<file path="src/rtl/mapu_arb.sv">
// Round-robin arbiter/sequencer sharing one MAPU between NUM_REQ requesters.
// Each grant forwards two operand beats, returns one result beat, and runs a sticky watchdog.
module mapu_arb_lane (
    input  logic gnt,
    input  logic fwd,
    input  logic rsp,
    input  logic m_rdy,
    input  logic m_rsp_vld,
    output logic req_rdy,
    output logic rsp_vld
);
    assign req_rdy = gnt & fwd & m_rdy;
    assign rsp_vld = gnt & rsp & m_rsp_vld;
endmodule

module mapu_arb #(
    parameter int NUM_REQ = 4,
    parameter int DATA_W  = 32,
    parameter int OP_W    = 2,
    parameter int TIMEOUT = 1024
) (
    input  logic                      clk,
    input  logic                      reset,
    input  logic [NUM_REQ-1:0]        req_vld,
    input  logic [NUM_REQ*OP_W-1:0]   req_op,
    input  logic [NUM_REQ*DATA_W-1:0] req_r0,
    input  logic [NUM_REQ*DATA_W-1:0] req_r1,
    input  logic [NUM_REQ*DATA_W-1:0] req_r2,
    output logic [NUM_REQ-1:0]        req_rdy,
    output logic [NUM_REQ-1:0]        rsp_vld,
    output logic [DATA_W-1:0]         rsp_r0,
    output logic [DATA_W-1:0]         rsp_r1,
    output logic [DATA_W-1:0]         rsp_r2,
    output logic                      rsp_of,
    input  logic [NUM_REQ-1:0]        rsp_rdy,
    output logic                      m_en,
    output logic [OP_W-1:0]           m_op,
    output logic                      m_vld,
    output logic [DATA_W-1:0]         m_r0,
    output logic [DATA_W-1:0]         m_r1,
    output logic [DATA_W-1:0]         m_r2,
    input  logic                      m_rdy,
    input  logic                      m_rsp_vld,
    input  logic [DATA_W-1:0]         m_rsp_r0,
    input  logic [DATA_W-1:0]         m_rsp_r1,
    input  logic [DATA_W-1:0]         m_rsp_r2,
    input  logic                      m_of,
    output logic                      m_rsp_rdy,
    output logic [NUM_REQ-1:0]        gnt,
    output logic                      timeout,
    input  logic                      clr_timeout
);
    localparam int IW  = (NUM_REQ > 1) ? $clog2(NUM_REQ) : 1;
    localparam int IW1 = IW + 1;
    localparam int CW  = $clog2(TIMEOUT + 1);
    localparam logic [CW-1:0]  TO_MAX = CW'(TIMEOUT);
    localparam logic [CW-1:0]  TO_HIT = CW'(TIMEOUT - 1);
    localparam logic [IW-1:0]  LAST   = IW'(NUM_REQ - 1);
    localparam logic [IW1-1:0] NREQ   = IW1'(NUM_REQ);

    typedef enum logic [1:0] {IDLE, OP_A, OP_B, WAIT_RSP} state_t;

    state_t         state, state_nxt;
    logic [IW-1:0]  rr, gidx, pick_idx;
    logic [IW1-1:0] pick_pos;
    logic           pick_vld, fwd, rsp_ph, op_hs, rsp_hs, wd_hit;
    logic [CW-1:0]  wd_cnt;

    // First requester at or after rr, wrapping modulo NUM_REQ.
    always_comb begin
        pick_vld = 1'b0;
        pick_idx = '0;
        pick_pos = '0;
        for (int k = 0; k < NUM_REQ; k++) begin
            pick_pos = {1'b0, rr} + IW1'(k);
            if (pick_pos >= NREQ) pick_pos = pick_pos - NREQ;
            if (!pick_vld && req_vld[pick_pos[IW-1:0]]) begin
                pick_vld = 1'b1;
                pick_idx = pick_pos[IW-1:0];
            end
        end
    end

    always_ff @(posedge clk or posedge reset) begin
        if (reset) state <= IDLE;
        else       state <= state_nxt;
    end

    always_comb begin
        state_nxt = state;
        case (state)
            IDLE:     if (pick_vld) state_nxt = OP_A;
            OP_A:     if (op_hs)    state_nxt = OP_B;
            OP_B:     if (op_hs)    state_nxt = WAIT_RSP;
            WAIT_RSP: if (rsp_hs)   state_nxt = IDLE;
            default:                state_nxt = IDLE;
        endcase
    end

    always_comb begin
        fwd    = 1'b0;
        rsp_ph = 1'b0;
        case (state)
            OP_A, OP_B: fwd    = 1'b1;
            WAIT_RSP:   rsp_ph = 1'b1;
            default:    ;
        endcase
        m_vld     = fwd && req_vld[gidx];
        m_rsp_rdy = rsp_ph && rsp_rdy[gidx];
    end

    assign op_hs  = m_vld && m_rdy;
    assign rsp_hs = m_rsp_vld && m_rsp_rdy;

    assign m_r0   = req_r0[gidx*DATA_W +: DATA_W];
    assign m_r1   = req_r1[gidx*DATA_W +: DATA_W];
    assign m_r2   = req_r2[gidx*DATA_W +: DATA_W];
    assign rsp_r0 = m_rsp_r0;
    assign rsp_r1 = m_rsp_r1;
    assign rsp_r2 = m_rsp_r2;
    assign rsp_of = m_of;

    // Grant and opcode are captured once in IDLE and held until the result handshake.
    always_ff @(posedge clk or posedge reset) begin
        if (reset) begin
            gnt  <= '0;
            gidx <= '0;
            rr   <= '0;
            m_en <= 1'b0;
            m_op <= '0;
        end else if (state == IDLE && pick_vld) begin
            gnt  <= NUM_REQ'(1) << pick_idx;
            gidx <= pick_idx;
            m_en <= 1'b1;
            m_op <= req_op[pick_idx*OP_W +: OP_W];
        end else if (rsp_ph && rsp_hs) begin
            gnt  <= '0;
            m_en <= 1'b0;
            rr   <= (gidx == LAST) ? '0 : gidx + 1'b1;
        end
    end

    // Count saturates so the flag fires once per stalled response; a new expiry beats clr.
    assign wd_hit = rsp_ph && !rsp_hs && (wd_cnt == TO_HIT);

    always_ff @(posedge clk or posedge reset) begin
        if (reset) begin
            wd_cnt  <= '0;
            timeout <= 1'b0;
        end else begin
            if (state == OP_B && op_hs)
                wd_cnt <= '0;
            else if (rsp_ph && !rsp_hs && wd_cnt != TO_MAX)
                wd_cnt <= wd_cnt + 1'b1;
            if (wd_hit)           timeout <= 1'b1;
            else if (clr_timeout) timeout <= 1'b0;
        end
    end

    for (genvar i = 0; i < NUM_REQ; i++) begin : g_lane
        mapu_arb_lane u_lane (
            .gnt       (gnt[i]),
            .fwd       (fwd),
            .rsp       (rsp_ph),
            .m_rdy     (m_rdy),
            .m_rsp_vld (m_rsp_vld),
            .req_rdy   (req_rdy[i]),
            .rsp_vld   (rsp_vld[i])
        );
    end
endmodule

</file>
<file path="config.mk">
export PLATFORM = sky130hd
export DESIGN_NAME = mapu_arb
export DESIGN_NICKNAME = d
export VERILOG_FILES = /design/src/rtl/mapu_arb.sv
export SDC_FILE = /design/constraint.sdc
export NUM_CORES = 1
export LEC_CHECK = 0
export CAP_MARGIN = 20
export CORE_AREA = 2 2 281 283
export CTS_CLUSTER_SIZE = 25
export DETAILED_ROUTE_END_ITERATION = 8
export DIE_AREA = 0 0 283 285
export PLACE_DENSITY_LB_ADDON = 0.15
export SLEW_MARGIN = 20
export SYNTH_ARGS = -nofsm -noshare
export SYNTH_HDL_FRONTEND = slang
export SYNTH_SLANG_ARGS = --single-unit
</file>
<file path="constraint.sdc">
create_clock -name clk -period 3.51 [get_ports clk]
set_input_delay 0.8775 -clock clk [delete_from_list [all_inputs] [get_ports clk]]
set_output_delay 0.8775 -clock clk [all_outputs]
set_load 0.01 [all_outputs]
</file>
## Yosys cells after proc, flatten, opt, wreduce, memory -nomap -nowiden

Index checks and enable logic that the tools add are counted.

- Flip-flop bits (word level): 25
- Bits of input ports: 502
- Output and inout bits: 211

- Add/sub/neg operators: 9
- $lt $le $gt $ge: 9
- Eq/ne operators: 10
- Shift operators: 5
- Muxes and demuxes: 40
- Bitwise gates (word level): 17
- Reduce and logical (&&, ||, !) cells: 24

Operator list:

| operator | number |
|---|---|
| 128-bit by 8-bit variable part select with 32-bit output | 3 |
| 2-bit 2-to-1 mux | 13 |
| 11-bit 2-to-1 mux | 2 |
| 1-bit AND | 16 |
| 1-bit 2-to-1 mux | 16 |
| 2-bit by 3-bit < comparator with 1-bit output (second input constant) | 5 |
| 1-bit logical AND | 13 |
| 1-bit binary-select mux with 2-bit select | 6 |
| 11-bit by 1-bit adder with 11-bit output (second input constant) | 1 |
| 11-bit by 10-bit == test with 1-bit output (second input constant) | 1 |
| 11-bit inequality test (second input constant) | 1 |
| 3-bit >= comparator (second input constant) | 3 |
| 4-bit 2-to-1 mux | 2 |
| 2-bit inequality test (second input constant) | 4 |
| 2-bit case mux with 4 select lines | 1 |
| 8-bit by 4-bit variable part select with 2-bit output | 1 |
| 2-bit by 1-bit subtractor with 2-bit output (second input constant) | 4 |
| 2-bit by 2-bit adder with 3-bit output (second input constant) | 2 |
| 2-bit == test (second input constant) | 3 |
| 2-bit nonzero test | 3 |
| 1-bit zero test | 4 |
| 4-bit AND reduction | 1 |
| 1-bit by 2-bit << shifter with 4-bit output (first input constant) | 1 |
| 2-bit by 1-bit adder with 3-bit output (second input constant) | 1 |
| 7 further kinds | 7 |

## Longest topological paths before layout

- Word-level depth: 17
- Depth in mapped cells: 7
- Gate-level depth less buffers: 6

## Cells and area by module

Synthesis repeated with hierarchy kept, for this count alone.

- Cells, all modules: 378
- Area, all modules: 4530.6 um^2

Modules (own cells, without submodules):

| module | instances | cells each | area an instance (um^2) | seq. area each (um^2) |
|---|---|---|---|---|
| mapu_arb | 1 | 370 | 4480.5 | 625.6 |
| mapu_arb_lane | 4 | 2 | 12.5 | 0.0 |

## Worst setup path after synthesis

No wires, ideal clock.

- Kind: register to output
- Start point: register gidx[0]
- End point: output port m_r0[31]
- Arrival: 1901 ps
- Required time: 2633 ps
- Setup slack: 731 ps
- Stages on the path, launching flop included: 5
- Path buffers: 3
- Cells stage by stage: dfrtp_1 -> buf_6 -> clkbuf_1 -> buf_2 -> mux4_2

- Cells in the longest elaborated chain, start to end: 1

Ends and longest elaborated chain:

| item | line | source |
|---|---|---|
| start, declared | 64 | `logic [IW-1:0] rr, gidx, pick_idx;` |
| start signal, assigned | 133 | `gidx <= pick_idx;` |
| 128-bit by 8-bit variable part select with 32-bit output | 115 | `assign m_r0 = req_r0[gidx*DATA_W +: DATA_W];` |
| end, declared | 39 | `output logic [DATA_W-1:0] m_r0,` |

No other way between the ends.

## Worst setup path after layout

- Start point: input port req_r2[69]
- End point: output port m_r2[5]

- Cells in the longest elaborated chain, start to end: 1

Ends and longest elaborated chain:

| item | line | source |
|---|---|---|
| start, declared | 28 | `input logic [NUM_REQ*DATA_W-1:0] req_r2,` |
| 128-bit by 8-bit variable part select with 32-bit output | 117 | `assign m_r2 = req_r2[gidx*DATA_W +: DATA_W];` |
| end, declared | 41 | `output logic [DATA_W-1:0] m_r2,` |

No other way between the ends.

==> metrics.md <==
| Metric | Value |
|---|---|
| Hold slack | `0.516 ns` |
| Clock tree buffer depth | `2` |
| Clk pin slew, worst setup/hold paths | `0.07 ns` |
| P&R area growth vs syn | `131%` |
| Synth Warn # | `0` |
| Hold Path Depth | `2` |
| Depth of the worst register-to-register path | `6` |
| ANT nets after route | `0` |
| DR vias | `approximately 5100` |
| Synth unique cells | `39` |
| Post-synthesis cell count | `379` |
| Worst hold start | `m_op[1]$_DFFE_PP0P_` |
| Commonest cells after routing, fill and taps aside | `clkdlybuf4s50_1, mux4_2, dfrtp_1, buf_4, nor2_1` |
| First-pass GRT wire length | `between 40000 and 50000 um` |
| CP startpoint | `req_r2[69]` |
| Worst Setup End Kind | `primary output` |
| Worst-Margin Slew | `roughly 0.6 ns` |
| Die width | `~280 um` |
| Syn_nets | `888` |
| Tcrit/Tclk final | `96.2%` |
| Crit path max fanout | `1` |
| Setup TNS | `0 ns` |
| Initial antenna violation count | `11` |
| CTS root buf | `clkbuf_16` |
| Seq/Total Area, Yosys | `between 10% and 20%` |
| Most used DFF post-synth | `dfrtp_1` |
| Number of global-route vias before repair | `5718` |
| TritonCTS buffer count | `3` |
| Max-cap violation count | `0` |
| Area contributors post-synth | `mux4_2, buf_4, dfrtp_1, ha_1, and3_1` |
| Final Wtd Congestion | `between 0.7 and 0.8` |
| Startpoint types | `primary input` |
| Final Hold Viols | `0` |
| Post_cts resized | `0` |
| Routed vias/inst | `between 2 and 3` |
| Clk sinks | `25` |
| Number of synthesized flops with an enable pin | `0` |
| H-tree depth | `1` |
| Grt ovf | `0` |
| R2r setup slk | `roughly 1.1 ns` |
| Leading area contributor after synthesis | `mux4_2` |
| Cell Pwr Density | `~500 nW/um^2` |
| Clock Skews | `slightly below 0.005 ns` |
| Async SR Flop Fraction | `100%` |
| Yosys reg bits | `25` |
| Worst path required time | `2.63 ns` |
| Clock Latency Late Sink | `between 0.2 and 0.3 ns` |
| Layout cells sized above 1 | `approximately 17%` |
| RSZ-0062 raised after global routing | `false` |
| Dpl hpwl | `32600 um` |
| Nets | `1303` |
| Max transition margin | `59.6%` |
| Post-CTS Setup Inserts | `0` |
| TritonCTS clock tree | `built` |
| Maximum VDD drop | `about 0.17 mV` |
| Worst Path Arrival | `~2.5 ns` |
| Crit Reg-Reg Startpoint | `gidx[0]$_DFFE_PP0P_` |
| Final Setup Violations | `0` |
| Core Area | `slightly below 80000 sq um` |
| Filler cells | `8787` |
| Hold WC Path Type | `reg -> reg` |
| Initial Util | `between 5 and 6%` |
| GR Util All Layers | `around 8.5%` |
| Die footprint | `80700 sq um` |
| Largest net degree at the start of global routing | `48` |
| Post-route DRC violation count | `0` |
| Mean Syn Cell Area | `between 10 and 15 sq um` |
| Fmax | `between 200 and 300 MHz` |
| Mapped cell area | `approximately 4600 sq um` |
| DIE HEIGHT | `between 200 and 300 um` |
| Initial DRC count | `~160` |
| Commonest non-fill, non-tap cell in the layout | `clkdlybuf4s50_1` |
| Max-slew violations | `0` |
| Multi-input logic area | `2970 sq um` |
| Routed WL per cell | `19.5 um` |
| Post-Route WL | `35900 um` |
| Hold buffer count at CTS | `0` |
| Sequential standard cell area | `633 sq um` |
| First-pass DRT Iterations | `4` |
| Status | `completed` |
| P_leak | `~0.0035 uW` |
| Std-Cell Rows | `just over 100` |
| I/O Buffers | `518` |
| Worst setup path class | `in -> out` |
| # IOs | `slightly above 700` |
| Synth top area share | `a little under 50%` |
| Fin crit period | `3.38 ns` |
## final cells by class
class	instances	share of cell area, %
well taps	1050	12.5
flip-flops and latches	25	6.00
diodes	2	0.0475
repair buffers	545	52.2
clock buffers	4	0.747
inverters	11	0.392
multi-input cells	208	28.2
## logic make-up after synthesis
group	after synthesis	share of synthesized area [%]
fa+ha+maj	7	1.92
flops	25	13.7
mux	104	49.8
buf+inv	146	21.2
compound gates	30	4.75
xor+xnor	7	1.34
simple gates	60	7.32
## layer usage
metal  wire, um  GRT usage [%]  vias to the layer above
li1           -              -                     2225
met1      12600           8.96                     2455
met3       3580           3.71                       38
met2      19000           15.7                      342
met4        703           1.42                       10
met5         62              0                        -
## final timing paths
| check | end |
|---|---|
| max | m_r2[5] |
| min | m_op[1]$_DFFE_PP0P_ |
| max reg2reg | wd_cnt[5]$_DFFE_PP0P_ |
| min reg2reg | m_op[1]$_DFFE_PP0P_ |
| max in group asynchronous | wd_cnt[1]$_DFFE_PP0P_ |
| min in group asynchronous | gnt[2]$_DFFE_PP0P_ |
## report_power, final
group	leakage, uW	switching (uW)	internal [uW]	total, uW
clock	0.0000382	112	156	268
combinational	0.00315	1850	2620	4470
sequential	0.000319	164	390	554
## cell usage after synthesis, drive strengths merged, types with 2 or more instances
cell	n
xor2	5
a21o	3
o31a	2
o21ai	7
mux2	2
dfrtp	25
buf	122
nand2b	2
o311ai	2
inv	11
nor2b	2
ha	7
and2	3
nand3	2
nor4b	2
a22o	3
a21oi	7
nor4	3
or3	4
nand4	6
nand2	9
xnor2	2
mux2i	4
and3	12
clkbuf	13
nor2	14
mux4	98
## per-stage QoR
stage / total power, uW / std cells / instance area, sq um / utilization [%] / worst slack, ns
after global placement: 5220 / 1839 / 10500 / 13.4 / 0.0543
final: 5300 / 1845 / 10500 / 13.5 / 0.132
after CTS: 5490 / 1843 / 10500 / 13.5 / 0.0616
after global routing: 5700 / 1843 / 10500 / 13.5 / 0.0722
after floorplan: 2740 / 379 / 4560 / - / 0.731
after detailed placement: 5180 / 1839 / 10500 / 13.4 / 0.0852
## state kept, by name, summed over array words and instances (netlist names)
register and cells:
timeout 1, gnt 4, m_en 1, rr 2
m_op 2, state 2, wd_cnt 11, gidx 2
## critical path, stage by stage
cell             delay [ns]
clkdlybuf4s50_1        0.52
mux4_2                 0.56
clkdlybuf4s50_1        0.54
No activity file was read; power rests on OpenSTA's default activity.
